==> config.mk <==
export PLATFORM = sky130hd
export DESIGN_NAME = slam_stage_host
export DESIGN_NICKNAME = d
export VERILOG_FILES = /design/src/rtl/slam_stage_host.sv
export SDC_FILE = /design/constraint.sdc
export NUM_CORES = 1
export LEC_CHECK = 0
export BUFFER_PORTS_ARGS = -buffer_cell sky130_fd_sc_hd__buf_4
export CAP_MARGIN = 20
export CORE_AREA = 2 2 165 167
export CTS_CLUSTER_SIZE = 14
export DETAILED_ROUTE_END_ITERATION = 8
export DIE_AREA = 0 0 167 169
export HOLD_SLACK_MARGIN = 0.15
export PLACE_DENSITY_LB_ADDON = 0.12
export SYNTH_ARGS = -nofsm -noshare
export SYNTH_HDL_FRONTEND = slang
export SYNTH_SLANG_ARGS = --single-unit
==> constraint.sdc <==
create_clock -name clk -period 3.4 [get_ports clk]
set_input_delay 0 -clock clk [delete_from_list [all_inputs] [get_ports clk]]
set_output_delay 0 -clock clk [all_outputs]
set_load 0.01 [all_outputs]
==> src/rtl/slam_stage_host.sv <==
// Host-side sequencer for the SLAM accelerator stage interface: issues stage
// commands with settled operands, waits for stage_rdy, and streams state-vector readback.
module slam_stage_host #(
  parameter int DW     = 32,
  parameter int SVL_W  = 10,
  parameter int RD_LAT = 2,
  parameter int GAP    = 2,
  parameter int TMO_W  = 20
) (
  input  logic             clk,
  input  logic             sys_rst_n,
  input  logic             cmd_valid,
  output logic             cmd_ready,
  input  logic [2:0]       cmd_op,
  input  logic [DW-1:0]    cmd_a,
  input  logic [DW-1:0]    cmd_b,
  input  logic [SVL_W-1:0] sv_len,
  output logic [2:0]       stage_val,
  input  logic             stage_rdy,
  output logic [DW-1:0]    vlr,
  output logic [DW-1:0]    alpha,
  output logic [DW-1:0]    rk,
  output logic [DW-1:0]    phi,
  output logic             state_vector_start,
  input  logic [DW-1:0]    state_vector,
  output logic             sv_valid,
  output logic             sv_last,
  output logic [DW-1:0]    sv_data,
  output logic             busy,
  output logic             err_illegal,
  output logic             err_timeout,
  output logic [2:0]       state_dbg
);

  // Handshake: a command transfers on a rising edge where cmd_valid && cmd_ready;
  // cmd_ready is only raised in S_IDLE once the inter-command gap has elapsed.

  typedef enum logic [2:0] {
    S_IDLE, S_SETUP, S_ISSUE, S_RD_START, S_RD_WAIT, S_RD_STREAM
  } state_t;

  localparam logic [2:0] OP_PRD   = 3'd1;
  localparam logic [2:0] OP_NEW   = 3'd2;
  localparam logic [2:0] OP_UPD   = 3'd3;
  localparam logic [2:0] OP_ASSOC = 3'd4;
  localparam logic [2:0] OP_READ  = 3'd5;

  localparam int GAP_W  = $clog2(GAP + 1);
  localparam int WAIT_W = $clog2(RD_LAT + 1);
  localparam logic [TMO_W-1:0] TMO_LAST = {TMO_W{1'b1}} - 1'b1;

  state_t             state;
  logic [2:0]         op_q;
  logic [SVL_W-1:0]   len_q;
  logic [SVL_W-1:0]   beat_cnt;
  logic [GAP_W-1:0]   gap_cnt;
  logic [WAIT_W-1:0]  wait_cnt;
  logic [TMO_W-1:0]   tmo_cnt;
  logic               first_q;

  assign state_dbg = state;

  always_ff @(posedge clk or negedge sys_rst_n) begin
    if (!sys_rst_n) begin
      state              <= S_IDLE;
      op_q               <= '0;
      len_q              <= '0;
      beat_cnt           <= '0;
      gap_cnt            <= '0;
      wait_cnt           <= '0;
      tmo_cnt            <= '0;
      first_q            <= 1'b0;
      cmd_ready          <= 1'b0;
      stage_val          <= '0;
      vlr                <= '0;
      alpha              <= '0;
      rk                 <= '0;
      phi                <= '0;
      state_vector_start <= 1'b0;
      sv_valid           <= 1'b0;
      sv_last            <= 1'b0;
      sv_data            <= '0;
      busy               <= 1'b0;
      err_illegal        <= 1'b0;
      err_timeout        <= 1'b0;
    end else begin
      err_illegal        <= 1'b0;
      err_timeout        <= 1'b0;
      state_vector_start <= 1'b0;
      sv_valid           <= 1'b0;
      sv_last            <= 1'b0;
      case (state)
        S_IDLE: begin
          if (cmd_valid && cmd_ready) begin
            cmd_ready <= 1'b0;
            op_q      <= cmd_op;
            len_q     <= sv_len;
            case (cmd_op)
              OP_PRD: begin
                vlr   <= cmd_a;
                alpha <= cmd_b;
                busy  <= 1'b1;
                state <= S_SETUP;
              end
              OP_NEW, OP_UPD, OP_ASSOC: begin
                rk    <= cmd_a;
                phi   <= cmd_b;
                busy  <= 1'b1;
                state <= S_SETUP;
              end
              OP_READ: begin
                state_vector_start <= 1'b1;
                busy               <= 1'b1;
                state              <= S_RD_START;
              end
              default: begin
                err_illegal <= 1'b1;
                gap_cnt     <= GAP_W'(GAP);
              end
            endcase
          end else if (gap_cnt != '0) begin
            gap_cnt   <= gap_cnt - 1'b1;
            cmd_ready <= (gap_cnt == GAP_W'(1));
          end else begin
            cmd_ready <= 1'b1;
          end
        end
        S_SETUP: begin
          stage_val <= op_q;
          tmo_cnt   <= '0;
          first_q   <= 1'b1;
          state     <= S_ISSUE;
        end
        S_ISSUE: begin
          // First ISSUE cycle may still see the previous command's rdy level.
          first_q <= 1'b0;
          tmo_cnt <= tmo_cnt + 1'b1;
          if ((!first_q && stage_rdy) || tmo_cnt == TMO_LAST) begin
            err_timeout <= !(!first_q && stage_rdy);
            stage_val   <= '0;
            busy        <= 1'b0;
            gap_cnt     <= GAP_W'(GAP);
            state       <= S_IDLE;
          end
        end
        S_RD_START: begin
          beat_cnt <= '0;
          if (len_q == '0) begin
            busy    <= 1'b0;
            gap_cnt <= GAP_W'(GAP);
            state   <= S_IDLE;
          end else if (RD_LAT <= 1) begin
            state <= S_RD_STREAM;
          end else begin
            wait_cnt <= WAIT_W'(RD_LAT - 1);
            state    <= S_RD_WAIT;
          end
        end
        S_RD_WAIT: begin
          wait_cnt <= wait_cnt - 1'b1;
          if (wait_cnt <= WAIT_W'(1)) state <= S_RD_STREAM;
        end
        S_RD_STREAM: begin
          sv_valid <= 1'b1;
          sv_data  <= state_vector;
          beat_cnt <= beat_cnt + 1'b1;
          if (beat_cnt == len_q - 1'b1) begin
            sv_last <= 1'b1;
            busy    <= 1'b0;
            gap_cnt <= GAP_W'(GAP);
            state   <= S_IDLE;
          end
        end
        default: state <= S_IDLE;
      endcase
    end
  end

endmodule

==> results_dict.tcl, run 1 <==
set metrics [dict create \
    postCtsHoldBufs 115 \
    routed_wl_um 23600 \
    yosysUniqueCellTypes 51 \
    io_pins 286 \
    reg2reg_depth 8 \
    avgSynthCellArea_um2 12.4 \
    final_antenna_net_count 0 \
    initial_core_util 0.343 \
    worstPathRequired_ps 3790 \
    tritoncts "built" \
    synthXorXnorAreaFrac 0.0133 \
    fin_util 0.514 \
    path_clk_slew_ps 60 \
    async_reset_ff_frac 1.00 \
    pre_cts_ws_ps 782 \
    grt_max_degree 88 \
    tns_ps 0 \
    drive_above_1_share 0.413 \
    synth.area.mux_share 0.190 \
    vias 6996 \
    die_height_um 169 \
    ys_warn_count 0 \
    irDropWorstVdd_mv 0.421 \
    power.total_mw 11.0 \
    rows 60 \
    drtIter0Drc 271 \
    fin_cells 1498 \
    setup_viol 0 \
    die_area_mm2 0.0282 \
    dr.pass1.iters 4 \
    synthAdderAreaFrac 0.0124 \
    hpwl_um 15700 \
    powerDensity_mw_per_mm2 809 \
    hold_depth 4 \
    via_per_inst 4.67 \
    grt_pass1_vias 7477 \
    core_mm2 0.0265 \
    fin_nets 1261 \
    diodes 0 \
    clock_latency_ps 510 \
    endpoint_kind "flop" \
    final_cell_mix "buf_4, dfrtp_1, nand2_1" \
    finalMaxSlewViolations 0 \
    final_common_cell "buf_4" \
    synth-compound-area-share 0.0385 \
    status "finished, final reports clean" \
    netlist_area_mm2 0.00910 \
    cts_buffers 26 \
    grt_pass1_wl_um 38600 \
    crit_type "reg2reg" \
    relSlewSlack 0.346 \
    synth_ff_type "dfrtp_1" \
    synth_edf_count 0 \
    grt_overflow 0 \
    h-tree-depth 1 \
    timing.fmax_ghz 0.379 \
    hold_class "in2reg" \
    antenna_found_initial 0 \
    syn_to_final_growth_pct 49.8 \
    p_leak_nw 6.70 \
    fin_skew_ps 4.09 \
    gp_congestion 0.738 \
    cts.sinks 221 \
    worst_pin_slew_ps 980 \
    synth_top_family_by_area "multiplexers" \
    start_kind "flop" \
    post_cts_resized 0 \
    fin_ws_ps 758 \
    yosys.area_share.simple 0.120 \
    rsz0062_at_grt "no" \
    finalCriticalPeriod_ps 2640 \
    finalHoldViolations 0 \
    min_period_over_period 0.777 \
    arrival_ps 3030 \
    ys_ff_latch 221 \
    synth_fp_nets 854 \
    post_cts_buffers 0 \
    drv_cap 0 \
    port-buffer-count 285 \
    wl_per_cell_um 15.7 \
    seq_area_frac_synth 0.608 \
    gr-usage-all-layers 0.166 \
    die_w_um 167 \
    drc_errors 0 \
    cts_buffer_depth 3 \
    post-place-cells 1337 \
    cts_root_buffer "clkbuf_16" \
    netlist_instances 732 \
    worstPathMaxFanout 5 \
]
==> state kept, by name (all words and copies together) (netlist names), 2 cells and up <==
name,cells
rk,32
beat_cnt,10
stage_val,3
wait_cnt,2
gap_cnt,2
len_q,10
tmo_cnt,20
phi,32
alpha,32
state_dbg,3
sv_data,32
vlr,32
op_q,3
==> layer usage <==
metal  global-route usage  up-vias  part of all wire
met1                0.211     3426              0.41
li1                     -     3341                 -
met3               0.0491       43             0.073
met2                0.276      186              0.49
met4               0.0465        0             0.029
met5                    0        -                 0
==> cell usage after synthesis (2+ instances only) <==
library cell | n | area [um2]
and2_1 | 3 | 18.8
nand2b_1 | 5 | 31.3
o21ai_0 | 26 | 130
and3b_1 | 2 | 17.5
and3_1 | 7 | 43.8
nor4_1 | 5 | 31.3
mux2_2 | 139 | 1570
or3_1 | 2 | 12.5
nor3b_1 | 2 | 15.0
inv_1 | 11 | 41.3
nand2_1 | 143 | 537
buf_1 | 2 | 7.51
nand4_1 | 8 | 50.1
nand3_1 | 17 | 85.1
ha_1 | 9 | 113
xor2_1 | 7 | 61.3
and4_1 | 3 | 26.3
a21o_1 | 2 | 15.0
mux2i_1 | 16 | 160
buf_2 | 12 | 60.1
nor2_1 | 24 | 90.1
clkbuf_1 | 15 | 56.3
nor3_1 | 6 | 30.0
a22o_1 | 5 | 43.8
xnor2_1 | 5 | 43.8
nor2b_1 | 6 | 37.5
o211ai_1 | 3 | 22.5
dfrtp_1 | 221 | 5530
a21oi_1 | 4 | 20.0
==> per-stage QoR <==
stage | cell area (um2) | hold slack (ps)
global route | 13600 | 215
finish | 13600 | 212
detailed placement | 11600 | 79.6
CTS | 13600 | 184
floorplan | 9100 | -296
global placement | 11600 | 78.4
==> layout make-up <==
type | count | area, um2
fillers | 2341 | 12900
flip-flops and latches | 221 | 5530
multi-input cells | 471 | 3410
repair buffers | 408 | 3400
clock buffers | 43 | 806
well taps | 341 | 427
inverters | 11 | 41.3
clock inverters | 3 | 15.0
==> critical path, stage by stage (launching register included) <==
cell and delay [ps]:
dfrtp_1 410, inv_1 110, ha_1 220, or4b_4 490, or4_4 440, xnor2_2 160
nor4_1 360, a21o_1 240, o31ai_1 90
==> kinds of logic (layout without fill, tap and decap cells) <==
kind of cell | count (synthesis) | in the layout
flops | 221 | 221
compound gates | 54 | 54
mux | 155 | 155
xor+xnor | 13 | 13
simple gates | 240 | 240
fa+ha+maj | 9 | 9
buf+inv | 40 | 465
==> where the power goes <==
group / internal [mW] / leakage (nW) / switching (mW)
Sequential: 3.67 / 2.76 / 0.652
Combinational: 2.25 / 3.54 / 1.80
Clock: 1.60 / 0.405 / 1.05
==> final timing paths <==
path / from / to / slack [ps]
worst max-delay path: len_q[0]$_DFFE_PN0P_ / state_dbg[0]$_DFFE_PN0P_ / 760
worst min-delay path: state_vector[2] / sv_data[2]$_DFFE_PN0P_ / 210
worst max register to register: len_q[0]$_DFFE_PN0P_ / state_dbg[0]$_DFFE_PN0P_ / 760
worst min register to register: sv_data[24]$_DFFE_PN0P_ / sv_data[24]$_DFFE_PN0P_ / 470
max in group asynchronous: sys_rst_n / alpha[16]$_DFFE_PN0P_ / 2380
min in group asynchronous: sys_rst_n / rk[30]$_DFFE_PN0P_ / 660
Power figures use the tool's default switching activity.
==> run 2: changes to the inputs <==
==> constraint.sdc (replaced) <==
create_clock -name clk -period 2.3 [get_ports clk]
set_input_delay 0 -clock clk [delete_from_list [all_inputs] [get_ports clk]]
set_output_delay 0 -clock clk [all_outputs]
set_load 0.01 [all_outputs]
==> run 2 against run 1 <==
The flow now finishes with violations (negative setup slack). Final area up 2.4%. Combinational power up 56%. Final cell count up 1.7%. Non-clock buffer count grew 25. Via count about the same. Total power is 55% higher. Sequential share of layout area decreased by 0.96 points. Sequential power is 46% higher. Register-to-register slack worse by 790 ps. Highest routed layer unchanged.
==> results_dict.tcl, run 2 (synthesized netlist as in run 1, its figures left out) <==
set metrics [dict create \
    core_mm2 0.0265 \
    setup_viol 4 \
    violations "negative setup slack" \
    p_seq_frac 0.370 \
    fin_ws_ps -34.1 \
    fillers 2282 \
    power.internal_mw 11.8 \
    design_area_mm2 0.0140 \
    finalCriticalPeriod_ps 2330 \
    drv_cap 0 \
    power.total_mw 17.1 \
    grt_overflow 0 \
    die_area_mm2 0.0282 \
    worstPathRequired_ps 2690 \
    syn_to_final_growth_pct 53.5 \
    worst_pin_slew_ps 663 \
    clock_latency_ps 510 \
    gp_congestion 0.744 \
    drive_above_1_share 0.432 \
    cp_slowest_cell "or4b_4" \
    final_antenna_net_count 0 \
    irDropWorstVdd_mv 0.810 \
    cts.sinks 221 \
    hpwl_um 16000 \
    crit_type "reg2reg" \
    final_common_cell "buf_4" \
    rows 60 \
    die_height_um 169 \
    grt_pass1_wl_um 38500 \
    p_switching_mw 5.27 \
    switching_share 0.308 \
    r2r_slack_ps -30 \
    vias 6991 \
    maxUsedRoutingLayer "met4" \
    placed_cell_area_mm2 0.0119 \
    diodes 0 \
    finalMaxSlewViolations 0 \
    cts_root_buffer "clkbuf_16" \
    p_leak_nw 6.89 \
    finalHoldViolations 0 \
    cts_buffer_depth 3 \
    via_per_inst 4.59 \
    wl_met1_um 10100 \
    grt_max_degree 74 \
    timing.fmax_ghz 0.428 \
    cpPeakStageDelay_ps 450 \
    tritoncts "built" \
    io_pins 286 \
    dr.pass1.iters 4 \
    min_period_over_period 1.01 \
    power.share.clock 0.261 \
    start_kind "flop" \
    fin_nets 1286 \
    arrival_ps 2720 \
    gr-usage-all-layers 0.164 \
    powerDensity_mw_per_mm2 1220 \
    h-tree-depth 1 \
    fin_skew_ps 11.5 \
    cp_cell_sequence "inv_2 -> ha_4 -> or4b_4 -> or4_4 -> xnor2_2 -> nor4_2 -> a21o_1 -> o21ai_1" \
    hold_ws_ps 218 \
    grt_pass1_vias 7401 \
    antenna_found_initial 0 \
    relSlewSlack 0.553 \
    path_clk_slew_ps 60 \
    met2WireLength_um 11100 \
    cts_buffers 26 \
    status "finished, violations left" \
    endpoint_kind "flop" \
    wl_met3_um 1770 \
    rsz0062_at_grt "yes" \
    share_comb_of_total_power 0.370 \
    die_w_um 167 \
    crit_buf_inv 1 \
    wl_per_cell_um 15.4 \
    drtIter0Drc 281 \
    port-buffer-count 285 \
    worstPathMaxFanout 4 \
    hold_class "in2reg" \
    initial_core_util 0.343 \
    crit_family "simple AND/OR/NAND/NOR gates" \
    drc_errors 0 \
    routed_wl_um 23500 \
    final_cell_mix "buf_4, dfrtp_1, nand2_1" \
]
run 2: cell types whose count changed in the layout (fill, tap and decap cells not counted), moves of 2 or more:
cell	change
inv_1	-2
buf_4	+23
clkbuf_8	-5
buf_12	+2
bufinv_16	+6
inv_2	+2
clkbuf_1	-5
clkinv_2	+3
run 2: worst paths after layout:
check | startpoint | end | depth (start not counted)
max in group asynchronous | sys_rst_n | alpha[28]$_DFFE_PN0P_ | 4
worst max register to register | len_q[0]$_DFFE_PN0P_ | busy$_DFFE_PN0P_ | 8
worst min register to register | sv_data[23]$_DFFE_PN0P_ | sv_data[23]$_DFFE_PN0P_ | 2
worst max-delay path | len_q[0]$_DFFE_PN0P_ | busy$_DFFE_PN0P_ | 8
worst min-delay path | state_vector[19] | sv_data[19]$_DFFE_PN0P_ | 4
min in group asynchronous | sys_rst_n | op_q[1]$_DFFE_PN0P_ | 3
run 2: through the flow:
stage	setup slack (ps)	cells	TNS (ps)	utilization
after floorplan	-15.3	732	-15.3	-
after global placement	-37.6	1359	-127	0.447
after detailed placement	-67.7	1359	-220	0.447
after CTS	-49.4	1521	-170	0.526
after global routing	-158	1523	-704	0.527
final	-34.1	1523	-105	0.527
run 2: worst register-to-register path, cell delays in order, from the launching register on:
cell and delay [ps]:
dfrtp_1 380, inv_2 80, ha_4 130, or4b_4 450, or4_4 440, xnor2_2 150, nor4_2 260, a21o_1 230
o21ai_1 100
run 2: power by group through the flow:
stage	registers (mW)	clock network [mW]	logic, mW
after floorplan	6.91	0	2.35
after global placement	6.33	0	6.16
after detailed placement	6.35	0	6.20
after CTS	6.33	4.60	6.39
after global routing	6.54	4.79	6.88
final	6.32	4.46	6.32
run 2: final cells by class:
type | instances | area, um2 | share of cell area
clock buffer | 33 | 718 | 0.0514
clock inverter | 13 | 218 | 0.0156
inverter | 11 | 41.3 | 0.00296
multi-input combinational | 471 | 3430 | 0.246
sequential | 221 | 5530 | 0.396
tap | 341 | 427 | 0.0306
timing repair buffer | 433 | 3600 | 0.258
run 2: metal layers:
layer  track usage  up-vias
li1              -     3401
met1         0.207     3349
met2         0.276      207
met3        0.0493       34
met4        0.0427        0
met5             0        -
run 2: what timing repair did:
item,4_1_cts,5_1_grt
buffers inserted,1,2
hold endpoints to repair,405,0
setup endpoints to repair,5,5
pin swaps,1,2
hold buffers,115,0
gates resized for setup,2,0
